### config.mk
export PLATFORM = sky130hd
export DESIGN_NAME = pc_unit_flat
export DESIGN_NICKNAME = d
export VERILOG_FILES = /design/src/rtl/pc_pkg.sv /design/src/rtl/pc_unit_if.sv /design/src/rtl/ras_stack.sv /design/src/rtl/pc_unit.sv /design/src/flat_wrapper.sv
export SDC_FILE = /design/constraint.sdc
export NUM_CORES = 1
export LEC_CHECK = 0
export CAP_MARGIN = 20
export CORE_ASPECT_RATIO = 1.75
export CORE_MARGIN = 2
export CORE_UTILIZATION = 40
export CTS_CLUSTER_SIZE = 16
export DETAILED_ROUTE_END_ITERATION = 8
export DONT_BUFFER_PORTS = 1
export PLACE_DENSITY_LB_ADDON = 0.1
export SKIP_LAST_GASP = 1
export SLEW_MARGIN = 5
export SYNTH_ARGS = -nofsm -noshare
export SYNTH_HDL_FRONTEND = slang
export SYNTH_HIERARCHICAL = 1
export SYNTH_SLANG_ARGS = --single-unit
### constraint.sdc
create_clock -name clk -period 2.7 [get_ports clk]
set_clock_uncertainty 0.15 [all_clocks]
set_input_delay 0.54 -clock clk [delete_from_list [all_inputs] [get_ports clk]]
set_output_delay 0.54 -clock clk [all_outputs]
set_load 0.02 [all_outputs]
### src/rtl/pc_pkg.sv
// Shared types for the program-counter unit: next-PC mode encodings.
package pc_pkg;

  typedef enum logic [2:0] {
    PC_SEQ    = 3'd0,
    PC_JUMP   = 3'd1,
    PC_BRANCH = 3'd2,
    PC_CALL   = 3'd3,
    PC_RET    = 3'd4
  } pc_mode_e;

endpackage

### src/rtl/pc_unit_if.sv
// Control/status bundle between the fetch control logic and the PC unit.
interface pc_unit_if #(
  parameter int WIDTH = 16,
  parameter int OFF_W = 8
);
  logic             en;
  logic             stall;
  logic [2:0]       mode;     // 5..7 reserved, behave as SEQ
  logic [WIDTH-1:0] target;
  logic [OFF_W-1:0] offset;
  logic             clr_err;
  logic [WIDTH-1:0] pc;
  logic [WIDTH-1:0] pc_inc;
  logic             ras_empty;
  logic             ras_full;
  logic             ras_ovf;
  logic             ras_unf;

  modport master (
    output en, stall, mode, target, offset, clr_err,
    input  pc, pc_inc, ras_empty, ras_full, ras_ovf, ras_unf
  );

  modport slave (
    input  en, stall, mode, target, offset, clr_err,
    output pc, pc_inc, ras_empty, ras_full, ras_ovf, ras_unf
  );
endinterface

### src/rtl/ras_stack.sv
// Circular return-address stack: write pointer plus count; a push when full
// overwrites the oldest entry. push/pop arrive already qualified and exclusive.
module ras_stack #(
  parameter int WIDTH = 16,
  parameter int DEPTH = 4
) (
  input  logic             clk,
  input  logic             rst,
  input  logic             push,
  input  logic             pop,
  input  logic [WIDTH-1:0] din,
  output logic [WIDTH-1:0] top,
  output logic             empty,
  output logic             full,
  output logic             ovf_evt,
  output logic             unf_evt
);
  localparam int PW = (DEPTH > 1) ? $clog2(DEPTH) : 1;
  localparam int CW = PW + 1;

  logic [WIDTH-1:0] mem [DEPTH];
  logic [PW-1:0]    wp;
  logic [CW-1:0]    cnt;

  assign empty   = (cnt == '0);
  assign full    = (cnt == CW'(DEPTH));
  assign top     = mem[wp - PW'(1)];
  assign ovf_evt = push & full;
  assign unf_evt = pop & empty;

  always_ff @(posedge clk or negedge rst) begin
    if (!rst) begin
      wp  <= '0;
      cnt <= '0;
    end else if (push) begin
      // wp wraps naturally, so a full push lands on the oldest slot
      wp <= wp + PW'(1);
      if (!full) cnt <= cnt + CW'(1);
    end else if (pop && !empty) begin
      wp  <= wp - PW'(1);
      cnt <= cnt - CW'(1);
    end
  end

  // contents are don't-care after reset, so no reset on the storage
  always_ff @(posedge clk) begin
    if (push) mem[wp] <= din;
  end

endmodule

### src/rtl/pc_unit.sv
// Program counter with SEQ/JUMP/BRANCH/CALL/RET next-PC select, return-address
// stack and sticky overflow/underflow flags.
module pc_unit
  import pc_pkg::*;
#(
  parameter int          WIDTH     = 16,
  parameter int          OFF_W     = 8,
  parameter int          RAS_DEPTH = 4,
  parameter int unsigned RESET_VEC = 0
) (
  input logic        clk,
  input logic        rst,
  pc_unit_if.slave   bus
);
  logic [WIDTH-1:0] pc_q, pc_inc, br_pc, nxt_pc, top;
  logic             adv, push, pop;
  logic             empty, full, ovf_evt, unf_evt;
  logic             ovf_q, unf_q;

  assign adv    = bus.en & ~bus.stall;
  assign pc_inc = pc_q + WIDTH'(1);
  // size cast of a signed operand sign-extends the offset
  assign br_pc  = pc_q + WIDTH'($signed(bus.offset));

  always_comb begin
    nxt_pc = pc_inc;
    push   = 1'b0;
    pop    = 1'b0;
    case (bus.mode)
      PC_JUMP:   nxt_pc = bus.target;
      PC_BRANCH: nxt_pc = br_pc;
      PC_CALL: begin
        nxt_pc = bus.target;
        push   = adv;
      end
      PC_RET: begin
        pop = adv;
        if (!empty) nxt_pc = top;
      end
      default: nxt_pc = pc_inc;
    endcase
  end

  ras_stack #(.WIDTH(WIDTH), .DEPTH(RAS_DEPTH)) u_ras (
    .clk     (clk),
    .rst     (rst),
    .push    (push),
    .pop     (pop),
    .din     (pc_inc),
    .top     (top),
    .empty   (empty),
    .full    (full),
    .ovf_evt (ovf_evt),
    .unf_evt (unf_evt)
  );

  always_ff @(posedge clk or negedge rst) begin
    if (!rst) begin
      pc_q  <= WIDTH'(RESET_VEC);
      ovf_q <= 1'b0;
      unf_q <= 1'b0;
    end else begin
      if (adv) pc_q <= nxt_pc;
      // a new event wins over a coincident clear
      ovf_q <= (ovf_q & ~bus.clr_err) | ovf_evt;
      unf_q <= (unf_q & ~bus.clr_err) | unf_evt;
    end
  end

  assign bus.pc        = pc_q;
  assign bus.pc_inc    = pc_inc;
  assign bus.ras_empty = empty;
  assign bus.ras_full  = full;
  assign bus.ras_ovf   = ovf_q;
  assign bus.ras_unf   = unf_q;

endmodule

### src/flat_wrapper.sv
// flat-port wrapper written by rule: the top's interface ports become plain ports
module pc_unit_flat import pc_pkg::*;
#(
  parameter int          WIDTH     = 16,
  parameter int          OFF_W     = 8,
  parameter int          RAS_DEPTH = 4,
  parameter int unsigned RESET_VEC = 0
)
  (clk, rst, bus_en, bus_stall, bus_mode, bus_target, bus_offset, bus_clr_err, bus_pc, bus_pc_inc, bus_ras_empty, bus_ras_full, bus_ras_ovf, bus_ras_unf);
  pc_unit_if #(.WIDTH(WIDTH), .OFF_W(OFF_W)) bus_i ();
  input logic clk;
  input logic rst;
  input wire logic [$bits(bus_i.en)-1:0] bus_en;
  input wire logic [$bits(bus_i.stall)-1:0] bus_stall;
  input wire logic [$bits(bus_i.mode)-1:0] bus_mode;
  input wire logic [$bits(bus_i.target)-1:0] bus_target;
  input wire logic [$bits(bus_i.offset)-1:0] bus_offset;
  input wire logic [$bits(bus_i.clr_err)-1:0] bus_clr_err;
  output wire logic [$bits(bus_i.pc)-1:0] bus_pc;
  output wire logic [$bits(bus_i.pc_inc)-1:0] bus_pc_inc;
  output wire logic [$bits(bus_i.ras_empty)-1:0] bus_ras_empty;
  output wire logic [$bits(bus_i.ras_full)-1:0] bus_ras_full;
  output wire logic [$bits(bus_i.ras_ovf)-1:0] bus_ras_ovf;
  output wire logic [$bits(bus_i.ras_unf)-1:0] bus_ras_unf;
  assign bus_i.en = bus_en;
  assign bus_i.stall = bus_stall;
  assign bus_i.mode = bus_mode;
  assign bus_i.target = bus_target;
  assign bus_i.offset = bus_offset;
  assign bus_i.clr_err = bus_clr_err;
  assign bus_pc = bus_i.pc;
  assign bus_pc_inc = bus_i.pc_inc;
  assign bus_ras_empty = bus_i.ras_empty;
  assign bus_ras_full = bus_i.ras_full;
  assign bus_ras_ovf = bus_i.ras_ovf;
  assign bus_ras_unf = bus_i.ras_unf;
  pc_unit #(.WIDTH(WIDTH), .OFF_W(OFF_W), .RAS_DEPTH(RAS_DEPTH), .RESET_VEC(RESET_VEC)) u_core (.clk(clk), .rst(rst), .bus(bus_i));
endmodule
==> impl_metrics.yaml <==
floorplan:
  fp.dieW_um: 87.67
  ioPinCount: 68
  die_h_um: 150.4
  row_count: 53
  coreArea_um2: 12000
  dieArea_um2: 13190
  start_util: 0.4082
clock_tree:
  clk_pin_slew_ns: 0.07
  clock-sinks: 87
  root_buffer: "clkbuf_16"
  clock_latency_ns: 0.34
  clockBufferDepth: 2
  cts_tree: "built"
  htreeDepth: 3
  cts_buffers: 9
timing:
  rsz0062_at_grt: "true"
  setup_viol: 0
  whs_ns: 0.2405
  maxSlewViolCount: 0
  finalCriticalPeriod_ns: 2.632
  hold_viol: 0
  fmax_mhz: 379.9
  worst_pin_slew_ns: 0.7735
  slew_headroom: 0.4830
  period_share: 0.9750
worst_setup_path:
  slowest_stage: "dfrtp_1"
  worst-path-buf-inv: 2
  startpoint_type: "flip-flop"
  required_ns: 2.01
  arrival_ns: 1.94
  regToRegSetupSlack_ns: 0.13
  path_class: "flip-flop to primary output"
  cp_cell_sequence: "buf_6 > ha_2 > nand4_4 > nor2_2 > xnor2_1 > buf_4"
  r2r_end: "u_core/bus.pc[12]"
  cp_top_family: "flip-flops"
  regToRegStartpoint: "u_core/bus.pc[0]"
  cp_max_fo: 6
  max_stage_delay_ns: 0.41
  critical_path.startpoint: "u_core/bus.pc[1]"
  reg2reg_depth: 9
  end_kind: "primary output"
routing:
  drc: 0
  drtAntennaViolNets: 0
  drt_iter0_drc: 170
  wl_um: 13060
  wl_met1_um: 5100
  wl_per_cell_um: 21.30
  avgViaCountPerCell: 5.537
  wl_met3_um: 682
  dr_wl_met2_um: 6963
  drt_pass1_iterations: 4
  dr_total_vias: 3394
  routed.top_layer: "met4"
min_path:
  hold_path.class: "primary input to flip-flop"
  holdPathEnd: "u_core/bus.ras_unf"
  min_from: "bus_clr_err"
  hold_depth: 2
job:
  cap_violations: 0
pwr:
  power.density_nw_per_um2: 955.5
  irDropWorstVdd_v: 0.0004233
  p_leak_nw: 2.244
grt:
  grt_overflow: 0
  grt_pass1_wl_um: 19920
  grt_max_degree: 24
  antenna_found_initial: 0
  grt_usage: 0.2068
  grt_pass1_vias: 3604
cells_and_area:
  area_delta_synth_final_pct: 18.77
  nets: 497
  drive_gt1_frac: 0.2433
  fill_cells: 1087
  stdcell_area_um2: 5819
  antennaDiodeCount: 0
yosys:
  syn_area_um2: 4900
  ys.warnings.count: 6
  syn_nets: 438
  ys_ff_latch: 87
  synth_area_per_cell_um2: 12.76
  synth_cell_types: 54
  yosysSeqAreaShare: 0.5097
  netlist_instances: 384
placed_design:
  placed_cell_area_um2: 5409
  gp_congestion: 0.8487
  dpl.hpwl_um: 9708
  port_buffers: 0
run_status:
  status: "complete, no violations"
-- worst reg2reg max path: cells and delay by family, from the launching register on --
| kind | cells | cell delay [ns] |
|---|---|---|
| AOI/OAI and AO/OA | 5 | 0.91 |
| adders and majority gates | 2 | 0.60 |
| and+or+nand+nor | 2 | 0.38 |
| DFF | 1 | 0.38 |
-- per-stage QoR --
step | setup WS [ns] | power, mW | setup TNS (ns) | instances | utilization
final | 0.06758 | 5.561 | 0 | 613 | 0.4848
after global routing | -0.004449 | 5.888 | -0.008124 | 613 | 0.4848
after CTS | -0.04591 | 5.568 | -0.08836 | 611 | 0.4798
after detailed placement | -0.1453 | 4.252 | -0.2819 | 593 | 0.4506
after global placement | -0.1178 | 4.206 | -0.1669 | 593 | 0.4506
after floorplan | 0.03510 | 3.454 | 0 | 384 | -
-- what timing repair did --
action / 4_1_cts / 5_1_grt
buffers inserted: 0 / 2
gates resized for setup: 2 / 11
cloned: 0 / 0
hold buffers: 2 / 0
pin swaps: 0 / 4
endpoints found under the hold margin: 23 / 0
setup endpoints to repair: 3 / 10
-- area by class of cell --
class,count,area (um^2),area share
timing repair buffer,65,510.5,0.08772
tap,165,206.4,0.03548
multi-input combinational,267,2251,0.3868
inverter,13,48.80,0.008385
clock inverter,7,80.08,0.01376
sequential,87,2497,0.4292
clock buffer,9,225.2,0.03870
-- synthesized netlist by cell type, drive strengths merged --
| cell | instances | area [um^2] |
|---|---|---|
| a211oi | 1 | 12.51 |
| a21o | 11 | 83.83 |
| a21oi | 21 | 108.9 |
| a221o | 10 | 101.4 |
| a221oi | 11 | 96.34 |
| a222oi | 3 | 30.03 |
| a22oi | 2 | 15.01 |
| a31o | 1 | 8.760 |
| a31oi | 7 | 43.79 |
| and2 | 9 | 56.30 |
| and3 | 5 | 31.28 |
| and4 | 2 | 20.02 |
| buf | 5 | 46.29 |
| clkbuf | 12 | 108.9 |
| dfrtp | 23 | 575.6 |
| edfxtp | 64 | 1922 |
| fa | 2 | 40.04 |
| ha | 20 | 250.2 |
| inv | 13 | 48.80 |
| mux2i | 2 | 20.02 |
| mux4 | 16 | 390.4 |
| nand2 | 18 | 67.56 |
| nand2b | 3 | 18.77 |
| nand3 | 10 | 50.05 |
| nand3b | 3 | 22.52 |
| nand4 | 6 | 67.56 |
| nand4b | 2 | 17.52 |
| nor2 | 33 | 123.9 |
| nor2b | 4 | 25.02 |
| nor3 | 3 | 20.02 |
| nor3b | 4 | 35.03 |
| nor4b | 1 | 15.01 |
| o21a | 3 | 22.52 |
| o21ai | 16 | 80.08 |
| o21bai | 3 | 22.52 |
| o22ai | 2 | 12.51 |
| o311ai | 1 | 8.760 |
| o31ai | 2 | 25.02 |
| or2 | 1 | 6.260 |
| or3 | 2 | 12.51 |
| xnor2 | 13 | 113.9 |
| xor2 | 14 | 122.6 |
-- state kept, by name, summed over array words and instances, names as in the netlist --
register and cells:
u_core/bus.ras_ovf 1, u_core/u_ras/cnt 3, u_core/bus.ras_unf 1, u_core/u_ras/wp 2, u_core/bus.pc 16, u_core/u_ras/mem 64
-- logic make-up (layout without fill, tap and decap cells) --
group           count (synthesis)  after routing  share of synthesized area
buf+inv                        30             94                    0.04162
fa+ha+maj                      22             22                    0.05924
flops                          87             87                     0.5097
xor+xnor                       27             27                    0.04826
compound gates                 94             94                     0.1371
simple gates                  106            106                     0.1203
mux                            18             18                    0.08376
-- worst max path at each step --
stage | end | slack [ns] | depth (start not counted)
detailed placement | u_core/bus.pc[12] | -0.15 | 9
floorplan | u_core/bus.pc[12] | 0.04 | 9
global route | bus_pc_inc[15] | -0.004 | 6
global placement | u_core/bus.pc[12] | -0.12 | 9
CTS | bus_pc_inc[14] | -0.05 | 6
finish | bus_pc_inc[14] | 0.07 | 6
-- power by group --
part	internal, mW	switching, mW
registers	1.66	0.155
logic	1.07	1.39
clock network	0.729	0.557
-- cell usage in the layout, fill, tap and decap left out, types with 3 or more instances in the layout --
cell       instances
a31oi_1            7
a21o_1            10
a21oi_1           20
inv_1             13
nor3b_1            3
xnor2_1           12
dfrtp_1           23
clkbuf_16          9
mux4_1             8
ha_1              19
and2_1             8
o21ai_0           16
edfxtp_1          64
o21bai_1           3
nand3b_1           3
a222oi_1           3
o21a_1             3
buf_4             61
xor2_1            13
nor2_1            32
and3_1             5
nand3_1           10
nand4_1            4
a221o_1            9
mux4_2             8
nand2_1           18
a221oi_1          11
nor2b_1            4
-- layer usage --
layer / up-vias / track usage
met4: 0 / 0.07385
met1: 1690 / 0.2372
met5: - / 0
met2: 74 / 0.3633
li1: 1610 / -
met3: 20 / 0.05647
(Power assumes the default switching activity.)
